`src/rtl/mem_arbiter_pkg.sv`:
```
// Shared types and defaults for the I/D-cache main-memory arbiter.
package mem_arbiter_pkg;

    localparam int unsigned ADDR_W_DEF  = 32;
    localparam int unsigned LINE_W_DEF  = 128;
    localparam int unsigned MEM_LAT_DEF = 5;

    // Arbiter sequencing states; encodings are shared with the cache controllers.
    typedef enum logic [1:0] {
        IDLE   = 2'd0,
        I_FILL = 2'd1,
        D_WB   = 2'd2,
        D_FILL = 2'd3
    } arb_state_t;

    // Width of a counter that must hold 0..lat inclusive.
    function automatic int unsigned cnt_width(input int unsigned lat);
        int unsigned w;
        w = $clog2(lat + 1);
        return (w < 1) ? 1 : w;
    endfunction

endpackage

```
`src/rtl/mem_arbiter_if.sv`:
```
// Cache-side request/ack buses plus the main-memory port of the arbiter.
interface mem_arbiter_if
    import mem_arbiter_pkg::*;
#(
    parameter int unsigned ADDR_W = ADDR_W_DEF,
    parameter int unsigned LINE_W = LINE_W_DEF
) ();

    // I-cache fill path
    logic              i_req;
    logic [ADDR_W-1:0] i_addr;
    logic              i_ack;
    logic [LINE_W-1:0] i_line;

    // D-cache fill path with optional dirty writeback
    logic              d_req;
    logic              d_wb;
    logic [ADDR_W-1:0] d_addr;
    logic [ADDR_W-1:0] d_wbaddr;
    logic [LINE_W-1:0] d_wdata;
    logic              d_ack;
    logic [LINE_W-1:0] d_line;

    // Main-memory port
    logic              mem_en;
    logic              mem_we;
    logic [ADDR_W-1:0] mem_addr;
    logic [LINE_W-1:0] mem_wdata;
    logic [LINE_W-1:0] mem_rdata;

    logic              busy;

    // Arbiter side
    modport slave (
        input  i_req, i_addr,
        input  d_req, d_wb, d_addr, d_wbaddr, d_wdata,
        input  mem_rdata,
        output i_ack, i_line,
        output d_ack, d_line,
        output mem_en, mem_we, mem_addr, mem_wdata,
        output busy
    );

    // Cache/memory side
    modport master (
        output i_req, i_addr,
        output d_req, d_wb, d_addr, d_wbaddr, d_wdata,
        output mem_rdata,
        input  i_ack, i_line,
        input  d_ack, d_line,
        input  mem_en, mem_we, mem_addr, mem_wdata,
        input  busy
    );

endinterface

```
`src/rtl/mem_arbiter_lat_counter.sv`:
```
// Transaction cycle counter: load to 1 on phase entry, count up to MEM_LAT, flag the last cycle.
module lat_counter
    import mem_arbiter_pkg::*;
#(
    parameter int unsigned MEM_LAT = MEM_LAT_DEF
) (
    input  logic clk,
    input  logic reset,
    input  logic load,
    input  logic clear,
    output logic done_c
);

    localparam int unsigned CW = cnt_width(MEM_LAT);

    logic [CW-1:0] cnt;

    // Counts only while a phase is running (cnt != 0) and saturates at MEM_LAT.
    always_ff @(posedge clk) begin
        if (reset) begin
            cnt <= '0;
        end else if (load) begin
            cnt <= CW'(1);
        end else if (clear) begin
            cnt <= '0;
        end else if ((cnt != '0) && (cnt < CW'(MEM_LAT))) begin
            cnt <= cnt + CW'(1);
        end
    end

    // Last cycle of the current memory phase.
    assign done_c = (cnt == CW'(MEM_LAT));

endmodule

```
`src/rtl/mem_arbiter.sv`:
```
// Shares one fixed-latency main-memory port between I-cache fills and D-cache
// writeback+fill requests. D has fixed priority over I; every ack cycle is a
// turnaround with no new grant.
module mem_arbiter
    import mem_arbiter_pkg::*;
#(
    parameter int unsigned ADDR_W  = ADDR_W_DEF,
    parameter int unsigned LINE_W  = LINE_W_DEF,
    parameter int unsigned MEM_LAT = MEM_LAT_DEF
) (
    input  logic          clk,
    input  logic          reset,
    mem_arbiter_if.slave  bus
);

    arb_state_t        state, state_nxt;

    logic              cnt_load, cnt_clear, cnt_done;

    logic              i_ack_q,     i_ack_nxt;
    logic              d_ack_q,     d_ack_nxt;
    logic [LINE_W-1:0] i_line_q,    i_line_nxt;
    logic [LINE_W-1:0] d_line_q,    d_line_nxt;
    logic              mem_en_q,    mem_en_nxt;
    logic              mem_we_q,    mem_we_nxt;
    logic [ADDR_W-1:0] mem_addr_q,  mem_addr_nxt;
    logic [LINE_W-1:0] mem_wdata_q, mem_wdata_nxt;
    logic              busy_q,      busy_nxt;

    lat_counter #(
        .MEM_LAT (MEM_LAT)
    ) u_lat_counter (
        .clk    (clk),
        .reset  (reset),
        .load   (cnt_load),
        .clear  (cnt_clear),
        .done_c (cnt_done)
    );

    // State register; reset aborts any transaction in flight.
    always_ff @(posedge clk) begin
        if (reset) begin
            state <= IDLE;
        end else begin
            state <= state_nxt;
        end
    end

    // Next state, counter control and next values of every registered output.
    always_comb begin
        state_nxt     = state;
        cnt_load      = 1'b0;
        cnt_clear     = 1'b0;
        i_ack_nxt     = 1'b0;
        d_ack_nxt     = 1'b0;
        i_line_nxt    = i_line_q;
        d_line_nxt    = d_line_q;
        mem_en_nxt    = mem_en_q;
        mem_we_nxt    = mem_we_q;
        mem_addr_nxt  = mem_addr_q;
        mem_wdata_nxt = mem_wdata_q;

        unique case (state)
            IDLE: begin
                // An ack cycle is a turnaround: the requester may still hold req.
                if (!i_ack_q && !d_ack_q) begin
                    if (bus.d_req && bus.d_wb) begin
                        state_nxt     = D_WB;
                        cnt_load      = 1'b1;
                        mem_en_nxt    = 1'b1;
                        mem_we_nxt    = 1'b1;
                        mem_addr_nxt  = bus.d_wbaddr;
                        mem_wdata_nxt = bus.d_wdata;
                    end else if (bus.d_req) begin
                        state_nxt     = D_FILL;
                        cnt_load      = 1'b1;
                        mem_en_nxt    = 1'b1;
                        mem_we_nxt    = 1'b0;
                        mem_addr_nxt  = bus.d_addr;
                    end else if (bus.i_req) begin
                        state_nxt     = I_FILL;
                        cnt_load      = 1'b1;
                        mem_en_nxt    = 1'b1;
                        mem_we_nxt    = 1'b0;
                        mem_addr_nxt  = bus.i_addr;
                    end
                end
            end

            I_FILL: begin
                if (cnt_done) begin
                    state_nxt  = IDLE;
                    cnt_clear  = 1'b1;
                    i_line_nxt = bus.mem_rdata;
                    i_ack_nxt  = 1'b1;
                    mem_en_nxt = 1'b0;
                    mem_we_nxt = 1'b0;
                end
            end

            D_WB: begin
                // Chain straight into the fill with no idle gap.
                if (cnt_done) begin
                    state_nxt    = D_FILL;
                    cnt_load     = 1'b1;
                    mem_we_nxt   = 1'b0;
                    mem_addr_nxt = bus.d_addr;
                end
            end

            D_FILL: begin
                if (cnt_done) begin
                    state_nxt  = IDLE;
                    cnt_clear  = 1'b1;
                    d_line_nxt = bus.mem_rdata;
                    d_ack_nxt  = 1'b1;
                    mem_en_nxt = 1'b0;
                    mem_we_nxt = 1'b0;
                end
            end
        endcase

        busy_nxt = (state_nxt != IDLE);
    end

    // Output registers.
    always_ff @(posedge clk) begin
        if (reset) begin
            i_ack_q     <= 1'b0;
            d_ack_q     <= 1'b0;
            i_line_q    <= '0;
            d_line_q    <= '0;
            mem_en_q    <= 1'b0;
            mem_we_q    <= 1'b0;
            mem_addr_q  <= '0;
            mem_wdata_q <= '0;
            busy_q      <= 1'b0;
        end else begin
            i_ack_q     <= i_ack_nxt;
            d_ack_q     <= d_ack_nxt;
            i_line_q    <= i_line_nxt;
            d_line_q    <= d_line_nxt;
            mem_en_q    <= mem_en_nxt;
            mem_we_q    <= mem_we_nxt;
            mem_addr_q  <= mem_addr_nxt;
            mem_wdata_q <= mem_wdata_nxt;
            busy_q      <= busy_nxt;
        end
    end

    assign bus.i_ack     = i_ack_q;
    assign bus.d_ack     = d_ack_q;
    assign bus.i_line    = i_line_q;
    assign bus.d_line    = d_line_q;
    assign bus.mem_en    = mem_en_q;
    assign bus.mem_we    = mem_we_q;
    assign bus.mem_addr  = mem_addr_q;
    assign bus.mem_wdata = mem_wdata_q;
    assign bus.busy      = busy_q;

endmodule

```
`src/flat_wrapper.sv`:
```
// flat-port wrapper written by rule: the top's interface ports become plain ports
module mem_arbiter_flat import mem_arbiter_pkg::*;
#(
    parameter int unsigned ADDR_W  = ADDR_W_DEF,
    parameter int unsigned LINE_W  = LINE_W_DEF,
    parameter int unsigned MEM_LAT = MEM_LAT_DEF
)
  (clk, reset, bus_i_req, bus_i_addr, bus_d_req, bus_d_wb, bus_d_addr, bus_d_wbaddr, bus_d_wdata, bus_mem_rdata, bus_i_ack, bus_i_line, bus_d_ack, bus_d_line, bus_mem_en, bus_mem_we, bus_mem_addr, bus_mem_wdata, bus_busy);
  mem_arbiter_if #(.ADDR_W(ADDR_W), .LINE_W(LINE_W)) bus_i ();
  input  logic clk;
  input  logic reset;
  input wire logic [$bits(bus_i.i_req)-1:0] bus_i_req;
  input wire logic [$bits(bus_i.i_addr)-1:0] bus_i_addr;
  input wire logic [$bits(bus_i.d_req)-1:0] bus_d_req;
  input wire logic [$bits(bus_i.d_wb)-1:0] bus_d_wb;
  input wire logic [$bits(bus_i.d_addr)-1:0] bus_d_addr;
  input wire logic [$bits(bus_i.d_wbaddr)-1:0] bus_d_wbaddr;
  input wire logic [$bits(bus_i.d_wdata)-1:0] bus_d_wdata;
  input wire logic [$bits(bus_i.mem_rdata)-1:0] bus_mem_rdata;
  output wire logic [$bits(bus_i.i_ack)-1:0] bus_i_ack;
  output wire logic [$bits(bus_i.i_line)-1:0] bus_i_line;
  output wire logic [$bits(bus_i.d_ack)-1:0] bus_d_ack;
  output wire logic [$bits(bus_i.d_line)-1:0] bus_d_line;
  output wire logic [$bits(bus_i.mem_en)-1:0] bus_mem_en;
  output wire logic [$bits(bus_i.mem_we)-1:0] bus_mem_we;
  output wire logic [$bits(bus_i.mem_addr)-1:0] bus_mem_addr;
  output wire logic [$bits(bus_i.mem_wdata)-1:0] bus_mem_wdata;
  output wire logic [$bits(bus_i.busy)-1:0] bus_busy;
  assign bus_i.i_req = bus_i_req;
  assign bus_i.i_addr = bus_i_addr;
  assign bus_i.d_req = bus_d_req;
  assign bus_i.d_wb = bus_d_wb;
  assign bus_i.d_addr = bus_d_addr;
  assign bus_i.d_wbaddr = bus_d_wbaddr;
  assign bus_i.d_wdata = bus_d_wdata;
  assign bus_i.mem_rdata = bus_mem_rdata;
  assign bus_i_ack = bus_i.i_ack;
  assign bus_i_line = bus_i.i_line;
  assign bus_d_ack = bus_i.d_ack;
  assign bus_d_line = bus_i.d_line;
  assign bus_mem_en = bus_i.mem_en;
  assign bus_mem_we = bus_i.mem_we;
  assign bus_mem_addr = bus_i.mem_addr;
  assign bus_mem_wdata = bus_i.mem_wdata;
  assign bus_busy = bus_i.busy;
  mem_arbiter #(.ADDR_W(ADDR_W), .LINE_W(LINE_W), .MEM_LAT(MEM_LAT)) u_core (.clk(clk), .reset(reset), .bus(bus_i));
endmodule
```
`config.mk`:
```
export PLATFORM = sky130hd
export DESIGN_NAME = mem_arbiter_flat
export DESIGN_NICKNAME = d
export VERILOG_FILES = /design/src/rtl/mem_arbiter_pkg.sv /design/src/rtl/mem_arbiter_if.sv /design/src/rtl/mem_arbiter_lat_counter.sv /design/src/rtl/mem_arbiter.sv /design/src/flat_wrapper.sv
export SDC_FILE = /design/constraint.sdc
export NUM_CORES = 1
export LEC_CHECK = 0
export CELL_PAD_IN_SITES_DETAIL_PLACEMENT = 1
export CELL_PAD_IN_SITES_GLOBAL_PLACEMENT = 1
export CORE_AREA = 2 2 306 308
export CTS_BUF_LIST = sky130_fd_sc_hd__clkbuf_2 sky130_fd_sc_hd__clkbuf_4 sky130_fd_sc_hd__clkbuf_8
export DETAILED_ROUTE_END_ITERATION = 10
export DIE_AREA = 0 0 308 310
export HOLD_SLACK_MARGIN = 0.15
export PLACE_DENSITY = 0.63
export SYNTH_ARGS = -nofsm -noshare
export SYNTH_HDL_FRONTEND = slang
export SYNTH_SLANG_ARGS = --single-unit
```
`constraint.sdc`:
```
create_clock -name clk -period 4.99 [get_ports clk]
set_clock_uncertainty 0.15 [all_clocks]
set_input_delay 0.7485 -clock clk [delete_from_list [all_inputs] [get_ports clk]]
set_output_delay 0.7485 -clock clk [all_outputs]
set_load 0.01 [all_outputs]
```
==> results.sh, run 1 <==
export IMPL_wl_met2_mm=39.0
export IMPL_final_util_pct=28.7
export IMPL_drive_above_1_share_pct=6.49
export IMPL_path_buf_inv=2
export IMPL_async_flop_share_pct=0
export IMPL_postSynthCellCount=2017
export IMPL_nFillCells=10893
export IMPL_dr_first_iter_drc_count=993
export IMPL_grt_max_degree=165
export IMPL_final_antenna_net_count=0
export IMPL_syn_to_final_growth_pct=64.6
export IMPL_wl_met1_mm=31.1
export IMPL_root_buffer="clkbuf_8"
export IMPL_numPortBuffers=777
export IMPL_synthTopCellsByCount="nand2_1, dfxtp_1, a21oi_1, o21ai_0, nand3_1"
export IMPL_dr_wl_met3_mm=5.38
export IMPL_fin_crit_sh_pct=58.1
export IMPL_crit_slowest_cell="a21o_1"
export IMPL_post_cts_buffers=0
export IMPL_vdd_ir_drop_max_uv=211
export IMPL_rows=112
export IMPL_die_y_um=310
export IMPL_leakagePower_nw=8.73
export IMPL_grt_pass1_vias=17048
export IMPL_critPathMaxFanout=35
export IMPL_dp_cells=3819
export IMPL_yosysMostFrequentCell="nand2_1"
export IMPL_fp_dieArea_sq_mm=0.0955
export IMPL_firstDrtPassIters=4
export IMPL_ys_ff_latch=426
export IMPL_cts_tree="yes"
export IMPL_syn_cell_area_sq_mm=0.0161
export IMPL_h_tree_depth=3
export IMPL_antenna_found_initial=9
export IMPL_holdWs_ns=0.300
export IMPL_numCtsBuffers=83
export IMPL_yosysUniqueCellTypes=37
export IMPL_ys_warn_count=0
export IMPL_synth_nets=2377
export IMPL_initial_utilization_pct=17.4
export IMPL_crit_chain="inv_1, ha_1, and4b_1, buf_4, a21o_1, a311oi_1"
export IMPL_routabilityCongestion=0.807
export IMPL_synth_ff_type="dfxtp_1"
export IMPL_cts_hold_buf=0
export IMPL_finalSetupTns_ns=0
export IMPL_clock_path_buffers=3
export IMPL_netlist_top_cells_area="dfxtp_1, nand2_1, a21oi_1"
export IMPL_fmax_ghz=0.345
export IMPL_cts_resized=0
export IMPL_finalMaxSlewViolations=0
export IMPL_setup_violations=0
export IMPL_grt_pass1_wl_mm=112
export IMPL_slew_headroom_pct=18.6
export IMPL_globalRouteTotalUtil_pct=15.4
export IMPL_power_density_mw_per_mm2=316
export IMPL_yosysTopAreaCell="dfxtp_1"
export IMPL_overflow=0
export IMPL_die_w_um=308
export IMPL_worst_setup_path_start_kind="flop"
export IMPL_layout_cells_non_filler=3967
export IMPL_clock_latency_ns=0.70
export IMPL_vias=17073
export IMPL_yosysTopAreaCellShare_pct=52.9
export IMPL_detailed_place_area_sq_mm=0.0248
export IMPL_crit_type="reg -> reg"
export IMPL_final_nets=3067
export IMPL_post_drt_wl_per_cell_um=19.6
export IMPL_rsz0062_at_grt="false"
export IMPL_core_sq_mm=0.0925
export IMPL_crit_arrival_ns=3.26
export IMPL_final_area_sq_mm=0.0265
export IMPL_cpPeakStageDelay_ns=0.95
export IMPL_top_layer_used="met4"
export IMPL_io_pin_count=778
export IMPL_worst_setup_path_end_kind="flop"
export IMPL_dp_hpwl_mm=53.7
export IMPL_syn_avg_cell_area_sq_um=8.00
export IMPL_worst_slew_pin_slew_ns=1.22
export IMPL_clkSinkCount=426
export IMPL_cap_violations=0
export IMPL_fin_crit_ns=2.90
export IMPL_drc=0
export IMPL_ys_seq_area_share_pct=52.9
export IMPL_status="completed"
export IMPL_cpLargestDelayFamily="compound AO/OA/AOI/OAI gates"
export IMPL_synth_enable_flop_cells=0
export IMPL_hold_path_class="reg -> reg"
export IMPL_required_ns=5.35
export IMPL_cts_clk_slew_worst_paths_ns=0.06
export IMPL_hold_viol=0
export IMPL_vias_per_cell=4.30
export IMPL_routed_wl_mm=77.9
-- cell families after synthesis --
logic type / count (synthesis) / share of synthesized area [%]
buffers and inverters: 202 / 5.80
AO/OA/AOI/OAI: 656 / 22.6
flip-flops: 426 / 52.9
adder cells (fa/ha/maj): 3 / 0.233
multiplexers: 1 / 0.0621
AND/OR/NAND/NOR: 729 / 18.4
-- routing by layer --
metal  track usage [%]  up-vias
met4              6.10        0
li1                  -     8272
met3              4.98      132
met1              17.7     8200
met2              26.3      469
met5                 0        -
-- layout by cell type (no fill, tap or decap), drive strengths merged, types with 2 or more instances in the layout --
cell type	count
buf	29
inv	5
a211o	32
and4b	2
o21ai	162
nand2	545
o211ai	2
ha	3
nor4	2
diode	10
a22oi	3
clkbuf	128
dfxtp	426
nor2b	3
a211oi	33
clkinvlp	2
nand3	129
bufinv	2
nor2	39
clkinv	4
a21oi	388
a311oi	33
and4	2
clkdlybuf4s50	775
-- per-stage QoR --
stage / total power [mW] / worst slack (ns)
final: 8.39 / 2.09
after global routing: 8.77 / 1.88
after CTS: 8.57 / 2.10
after detailed placement: 4.74 / 1.53
after global placement: 4.74 / 1.55
after floorplan: 4.10 / 2.84
-- sequential cells by signal, indices dropped and copies added (netlist names) --
| name | count |
|---|---|
| u_core.bus.i_line | 128 |
| u_core.bus.mem_addr | 32 |
| u_core.bus.mem_wdata | 128 |
| u_core.bus.busy | 1 |
| u_core.bus.mem_en | 1 |
| u_core.bus.i_ack | 1 |
| u_core.u_lat_counter.cnt | 3 |
| u_core.bus.mem_we | 1 |
| u_core.bus.d_ack | 1 |
| u_core.state | 2 |
| u_core.bus.d_line | 128 |
-- area by class of cell --
| type | count | area, sq um | area share, % |
|---|---|---|---|
| clock inverter | 10 | 115 | 0.434 |
| timing repair buffer | 804 | 8070 | 30.4 |
| sequential | 426 | 8530 | 32.1 |
| inverter | 3 | 11.3 | 0.0424 |
| clock buffer | 128 | 1610 | 6.07 |
| antenna | 10 | 25.0 | 0.0943 |
| tap | 1197 | 1500 | 5.64 |
| multi-input combinational | 1389 | 6690 | 25.2 |
-- worst reg2reg max path, stage by stage, from the launching register on --
cell      delay, ns
dfxtp_1        0.35
inv_1          0.12
ha_1           0.31
and4b_1        0.23
buf_4          0.38
a21o_1         0.98
a311oi_1       0.21
-- where the power goes --
part / leakage [nW] / total, mW / switching, mW / internal, mW
Combinational: 4.37 / 1.10 / 0.560 / 0.542
Sequential: 3.45 / 3.56 / 0.0593 / 3.50
Clock: 0.913 / 3.73 / 1.59 / 2.14
Total: 8.73 / 8.39 / 2.21 / 6.18
-- worst paths after layout --
kind                                                          startpoint  slack (ns)  cells after the start                              endpoint
worst max-delay path            u_core.u_lat_counter.cnt[1]$_SDFFE_PP0P_        2.09                      6  u_core.bus.mem_addr[10]$_SDFFE_PP0P_
worst min-delay path                  u_core.bus.d_line[75]$_SDFFE_PP0P_        0.30                      2    u_core.bus.d_line[75]$_SDFFE_PP0P_
worst max register to register  u_core.u_lat_counter.cnt[1]$_SDFFE_PP0P_        2.09                      6  u_core.bus.mem_addr[10]$_SDFFE_PP0P_
worst min register to register        u_core.bus.d_line[75]$_SDFFE_PP0P_        0.30                      2    u_core.bus.d_line[75]$_SDFFE_PP0P_
Power figures use the tool's default switching activity.
==> inputs of run 2 (changes only) <==
--- a/config.mk
+++ b/config.mk
@@ -7,12 +7,12 @@
 export LEC_CHECK = 0
 export CELL_PAD_IN_SITES_DETAIL_PLACEMENT = 1
 export CELL_PAD_IN_SITES_GLOBAL_PLACEMENT = 1
-export CORE_AREA = 2 2 306 308
+export CORE_AREA = 2 2 302 304
 export CTS_BUF_LIST = sky130_fd_sc_hd__clkbuf_2 sky130_fd_sc_hd__clkbuf_4 sky130_fd_sc_hd__clkbuf_8
 export DETAILED_ROUTE_END_ITERATION = 10
-export DIE_AREA = 0 0 308 310
+export DIE_AREA = 0 0 304 306
 export HOLD_SLACK_MARGIN = 0.15
-export PLACE_DENSITY = 0.63
+export PLACE_DENSITY = 0.64
 export SYNTH_ARGS = -nofsm -noshare
 export SYNTH_HDL_FRONTEND = slang
 export SYNTH_SLANG_ARGS = --single-unit
==> constraint.sdc (replaced) <==
create_clock -name clk -period 2.7 [get_ports clk]
set_clock_uncertainty 0.15 [all_clocks]
set_input_delay 0.405 -clock clk [delete_from_list [all_inputs] [get_ports clk]]
set_output_delay 0.405 -clock clk [all_outputs]
set_load 0.01 [all_outputs]
==> run 2 against run 1 <==
  * Non-clock buffer count rose by 331
  * Hold slack got worse by 0.075 ns
  * Wire length rose by 7.5%
  * Combinational power rose by 130%
  * Sequential power rose by 85%
  * Critical endpoint is now u_core.bus.d_line[29]$_SDFFE_PP0P_
  * Total power rose by 93%
  * Final area rose by 13%
  * Flip-flop and latch count did not move
==> results.sh, run 2 (synthesis gave the netlist of run 1 again) <==
export IMPL_cap_violations=0
export IMPL_crit_chain="ha_2, nand4_1, buf_12, nand2_1, a21oi_1, dlygate4sd3_1"
export IMPL_cts_clk_slew_worst_paths_ns=0.06
export IMPL_post_drt_wl_per_cell_um=19.5
export IMPL_power_mw=16.2
export IMPL_io_pin_count=778
export IMPL_grt_pass1_vias=20112
export IMPL_root_buffer="clkbuf_8"
export IMPL_globalRouteTotalUtil_pct=17.3
export IMPL_vias=18653
export IMPL_antenna_found_initial=9
export IMPL_power_density_mw_per_mm2=538
export IMPL_clock_latency_ns=0.69
export IMPL_finalMaxSlewViolations=0
export IMPL_crit_type="reg -> reg"
export IMPL_critPathMaxFanout=66
export IMPL_clock_path_buffers=3
export IMPL_crit_slowest_cell="dlygate4sd3_1"
export IMPL_worst_slew_pin_slew_ns=0.668
export IMPL_hold_path_startpoint="bus_d_wdata[125]"
export IMPL_hold_viol=0
export IMPL_cts_tree="yes"
export IMPL_overflow=0
export IMPL_numPortBuffers=777
export IMPL_final_nets=3399
export IMPL_fin_crit_ns=2.52
export IMPL_clkSinkCount=426
export IMPL_fmax_ghz=0.397
export IMPL_layout_cells_most_common_list="clkdlybuf4s50_1, nand2_1, dfxtp_1"
export IMPL_path_buf_inv=2
export IMPL_vdd_ir_drop_max_uv=344
export IMPL_worst_setup_path_end_kind="flop"
export IMPL_startpoint="u_core.u_lat_counter.cnt[0]$_SDFFE_PP0P_"
export IMPL_cpPeakStageDelay_ns=0.57
export IMPL_finalSetupTns_ns=0
export IMPL_routabilityCongestion=0.858
export IMPL_core_sq_mm=0.0896
export IMPL_regToRegStartpoint="u_core.u_lat_counter.cnt[0]$_SDFFE_PP0P_"
export IMPL_syn_to_final_growth_pct=86.6
export IMPL_worst_setup_path_start_kind="flop"
export IMPL_routed_wl_mm=83.7
export IMPL_vias_per_cell=4.35
export IMPL_status="completed"
export IMPL_rsz0062_at_grt="false"
export IMPL_setup_violations=0
export IMPL_die_y_um=306
export IMPL_leakagePower_nw=10.3
export IMPL_grt_pass1_wl_mm=124
export IMPL_final_antenna_net_count=0
export IMPL_crit_arrival_ns=2.97
export IMPL_nFillCells=10482
export IMPL_required_ns=3.16
export IMPL_dp_hpwl_mm=57.2
export IMPL_slew_headroom_pct=55.5
export IMPL_drc=0
export IMPL_reg2reg_slack_ns=0.18
export IMPL_fp_dieArea_sq_mm=0.0930
export IMPL_multi_input_area_sq_mm=0.00670
export IMPL_grt_max_degree=129
export IMPL_firstDrtPassIters=5
export IMPL_drive_above_1_share_pct=7.71
export IMPL_dr_first_iter_drc_count=1045
export IMPL_numCtsBuffers=83
export IMPL_seq_area_sq_mm=0.00853
export IMPL_final_common_cell="clkdlybuf4s50_1"
export IMPL_fin_crit_sh_pct=93.2
export IMPL_cpLargestDelayFamily="buffers and inverters"
export IMPL_rows=110
export IMPL_h_tree_depth=3
export IMPL_initial_utilization_pct=18.0
export IMPL_die_w_um=304
export IMPL_hold_path_class="in -> reg"
[run 2: cell types whose count changed in the layout (fill, tap and decap cells not counted), sizes merged]
cell	delta
inv	-1
dlygate4sd3	+282
clkbuf	+7
and4	+1
clkinv	-2
buf	+49
diode	+2
bufinv	+1
clkinvlp	+4
[run 2: worst paths after layout]
path / to / cells past startpoint
setup / recovery: u_core.bus.d_line[29]$_SDFFE_PP0P_ / 6
hold / removal: u_core.bus.mem_wdata[125]$_SDFFE_PP0P_ / 3
setup reg to reg: u_core.bus.d_line[29]$_SDFFE_PP0P_ / 6
hold reg to reg: u_core.bus.d_line[43]$_SDFFE_PP0P_ / 2
[run 2: stage by stage]
stage	utilization [%]	hold slack [ns]	setup WS [ns]	std cells	area, sq um
after global routing	33.6	0.182	0.0218	4287	30100
after global placement	28.4	0.290	0.415	3845	25400
after CTS	33.5	0.157	0.122	4274	30000
after floorplan	-	0.331	0.894	2017	16100
after detailed placement	28.4	0.296	0.383	3845	25400
final	33.6	0.224	0.183	4289	30100
[run 2: tightest hold or removal path, delay by kind of cell]
| kind | cells | cell delay, ns |
|---|---|---|
| buffers and inverters | 1 | 0.46 |
| and+or+nand+nor | 1 | 0.09 |
| AOI/OAI and AO/OA | 1 | 0.06 |
[run 2: power breakdown]
group          total [mW]  internal [mW]  switching [mW]
combinational        2.51           1.34            1.17
clock                7.10           4.14            2.96
sequential           6.58           6.47           0.115
total                16.2           11.9            4.25
[run 2: area by class of cell]
cell class	instances	share of cell area, %
well taps	1176	4.89
diodes	12	0.0998
flip-flops and latches	426	28.3
repair buffers	1135	38.4
inverters	3	0.0374
multi-input cells	1390	22.3
clock inverters	12	0.511
clock buffers	135	5.49
[run 2: layer usage]
layer / global-route usage (%) / vias to the layer above / part of all wire (%)
met1: 19.3 / 8967 / 40
met3: 5.34 / 190 / 6.2
met4: 8.13 / 2 / 4.3
li1: - / 8955 / -
met5: 0 / - / 0.014
met2: 29.8 / 539 / 50
[run 2: what timing repair did]
item	in CTS	in global routing
endpoints found under the setup margin	0	1
resized for setup	0	1
setup buffers	0	2
hold buffers	282	0
endpoints found under the hold margin	403	0
==> inputs of run 3 (changes only) <==
--- a/config.mk
+++ b/config.mk
@@ -7,12 +7,12 @@
 export LEC_CHECK = 0
 export CELL_PAD_IN_SITES_DETAIL_PLACEMENT = 1
 export CELL_PAD_IN_SITES_GLOBAL_PLACEMENT = 1
-export CORE_AREA = 2 2 302 304
+export CORE_AREA = 2 2 301 303
 export CTS_BUF_LIST = sky130_fd_sc_hd__clkbuf_2 sky130_fd_sc_hd__clkbuf_4 sky130_fd_sc_hd__clkbuf_8
 export DETAILED_ROUTE_END_ITERATION = 10
-export DIE_AREA = 0 0 304 306
+export DIE_AREA = 0 0 303 305
 export HOLD_SLACK_MARGIN = 0.15
-export PLACE_DENSITY = 0.64
+export PLACE_DENSITY = 0.66
 export SYNTH_ARGS = -nofsm -noshare
 export SYNTH_HDL_FRONTEND = slang
 export SYNTH_SLANG_ARGS = --single-unit
==> constraint.sdc (replaced) <==
create_clock -name clk -period 2.25 [get_ports clk]
set_clock_uncertainty 0.15 [all_clocks]
set_input_delay 0.3375 -clock clk [delete_from_list [all_inputs] [get_ports clk]]
set_output_delay 0.3375 -clock clk [all_outputs]
set_load 0.01 [all_outputs]
==> run 3 against run 2 <==
  * The run now ends with DRC left
  * Sequential power up 20%
  * Sequential share of layout area decreased by 0.60 points
  * Combinational power grew 29%
  * Critical path depth unchanged
  * Register-to-register slack worse by 0.16 ns
  * Via count rose by 3.2%
  * Count of clock-buffer cells in the layout did not move
  * Wire length is 2.9% higher
  * Core utilization increased by 0.85 points
  * Non-clock buffer count increased by 74
  * Hold slack better by 0.015 ns
  * Critical path type unchanged
  * Largest power group unchanged
==> results.sh, run 3 (synthesis gave the netlist of run 1 again) <==
export IMPL_status="finished with violations"
export IMPL_failed_checks="DRC"
export IMPL_p_seq_share_pct=40.5
export IMPL_clock_path_buffers=3
export IMPL_overflow=0
export IMPL_dr_first_iter_drc_count=1069
export IMPL_layout_cells_most_common_list="clkdlybuf4s50_1, nand2_1, dfxtp_1"
export IMPL_leakagePower_nw=10.7
export IMPL_dpl_worst_slack_ns=0.127
export IMPL_hold_path_class="in -> reg"
export IMPL_layout_cells_non_filler=4351
export IMPL_drive_above_1_share_pct=8.29
export IMPL_hold_depth=4
export IMPL_fin_crit_sh_pct=99.1
export IMPL_seq_area_sq_mm=0.00853
export IMPL_worst_slew_pin_slew_ns=0.558
export IMPL_worst_setup_path_end_kind="flop"
export IMPL_dp_hpwl_mm=58.8
export IMPL_cts_clk_slew_worst_paths_ns=0.06
export IMPL_core_sq_mm=0.0893
export IMPL_finalSetupTns_ns=0
export IMPL_switchingPower_mw=5.18
export IMPL_slew_headroom_pct=62.8
export IMPL_hold_viol=0
export IMPL_h_tree_depth=3
export IMPL_hold_end="u_core.bus.mem_addr[7]$_SDFFE_PP0P_"
export IMPL_fin_crit_ns=2.23
export IMPL_cap_violations=0
export IMPL_power_internal_mw=14.3
export IMPL_die_w_um=303
export IMPL_vias=19258
export IMPL_rows=110
export IMPL_globalRouteTotalUtil_pct=18.0
export IMPL_power_density_mw_per_mm2=634
export IMPL_setup_violations=0
export IMPL_clkSinkCount=426
export IMPL_numCtsBuffers=84
export IMPL_fmax_ghz=0.448
export IMPL_cts_tree="yes"
export IMPL_initial_utilization_pct=18.1
export IMPL_holdWs_ns=0.240
export IMPL_firstDrtPassIters=8
export IMPL_required_ns=2.70
export IMPL_clock_latency_ns=0.69
export IMPL_setup_ws_ns=0.0194
export IMPL_io_pin_count=778
export IMPL_worst_setup_path_start_kind="flop"
export IMPL_reg2reg_depth=6
export IMPL_finalMaxSlewViolations=0
export IMPL_antenna_found_initial=6
export IMPL_swShare_pct=26.5
export IMPL_clkPwrFrac_pct=43.0
export IMPL_nFillCells=10340
export IMPL_final_common_cell="clkdlybuf4s50_1"
export IMPL_final_antenna_net_count=0
export IMPL_vias_per_cell=4.43
export IMPL_final_util_pct=34.4
export IMPL_vdd_ir_drop_max_uv=439
export IMPL_critPathMaxFanout=64
export IMPL_die_y_um=305
export IMPL_grt_pass1_vias=20901
export IMPL_grt_pass1_wl_mm=128
export IMPL_numPortBuffers=777
export IMPL_crit_type="reg -> reg"
export IMPL_root_buffer="clkbuf_8"
export IMPL_post_drt_wl_per_cell_um=19.8
export IMPL_reg2reg_slack_ns=0.02
export IMPL_final_nets=3473
export IMPL_hold_path_startpoint="bus_i_addr[7]"
export IMPL_routabilityCongestion=0.862
export IMPL_fp_dieArea_sq_mm=0.0924
export IMPL_dp_cells=3869
export IMPL_routed_wl_mm=86.2
export IMPL_crit_arrival_ns=2.68
export IMPL_grt_max_degree=65
export IMPL_drc=35
export IMPL_syn_to_final_growth_pct=90.7
export IMPL_regToRegStartpoint="u_core.state[1]$_SDFF_PP0_"
export IMPL_combinationalPowerShare_pct=16.5
export IMPL_multi_input_area_sq_mm=0.00670
export IMPL_rr_endpoint="u_core.bus.mem_addr[24]$_SDFFE_PP0P_"
==> run 3: critical path, stage by stage, from the launching register on <==
cell and delay, ns:
dfxtp_2 0.34, buf_4 0.16, nor2b_4 0.13, buf_12 0.18
a211o_1 0.26, dlygate4sd3_1 0.60, a311oi_2 0.27
==> run 3: timing repair <==
item,in CTS,in global routing
gates resized for setup,26,5
cloned,0,0
hold buffers,333,0
pin swaps,0,2
endpoints found under the setup margin,26,28
hold endpoints to repair,425,0
setup buffers,0,1
==> run 3: how the worst max path moves through the flow <==
stage / endpoint / startpoint / cells past startpoint
final: u_core.bus.mem_addr[24]$_SDFFE_PP0P_ / u_core.state[1]$_SDFF_PP0_ / 6
after global routing: u_core.bus.mem_addr[24]$_SDFFE_PP0P_ / u_core.state[1]$_SDFF_PP0_ / 6
after CTS: bus_mem_addr[3] / u_core.bus.mem_addr[3]$_SDFFE_PP0P_ / 1
after detailed placement: u_core.bus.mem_addr[25]$_SDFFE_PP0P_ / bus_d_wb / 6
after global placement: u_core.bus.mem_addr[3]$_SDFFE_PP0P_ / bus_d_wb / 6
after floorplan: u_core.bus.busy$_SDFF_PP0_ / u_core.u_lat_counter.cnt[1]$_SDFFE_PP0P_ / 7
==> run 3: power by group through the flow <==
stage | Clock, mW | Sequential, mW | Combinational (mW)
floorplan | 0 | 8.11 | 0.977
global placement | 0 | 8.04 | 2.65
detailed placement | 0 | 8.05 | 2.66
CTS | 8.69 | 7.89 | 3.17
global route | 9.02 | 7.92 | 3.42
finish | 8.39 | 7.90 | 3.23
==> run 3: per-stage QoR <==
| step | power, mW | instance area, sq um |
|---|---|---|
| floorplan | 9.09 | 16100 |
| global placement | 10.7 | 25700 |
| finish | 19.5 | 30800 |
| CTS | 19.7 | 30700 |
| detailed placement | 10.7 | 25700 |
| global route | 20.4 | 30800 |
==> run 3: per-layer routing <==
metal / vias to the layer above / track usage [%] / share of wire, %
met5: - / 0 / 0
met4: 0 / 9.20 / 4.6
met3: 208 / 4.69 / 6.7
met2: 684 / 30.6 / 49
met1: 9280 / 20.7 / 40
li1: 9086 / - / -
==> run 3: final cells by class <==
| cell class | instances | share of cell area [%] |
|---|---|---|
| Sequential cell | 426 | 27.7 |
| Multi-Input combinational cell | 1389 | 21.8 |
| Inverter | 3 | 0.0366 |
| Clock buffer | 135 | 5.35 |
| Tap cell | 1176 | 4.78 |
| Antenna cell | 4 | 0.0325 |
| Timing Repair Buffer | 1209 | 39.9 |
| Clock inverter | 9 | 0.370 |
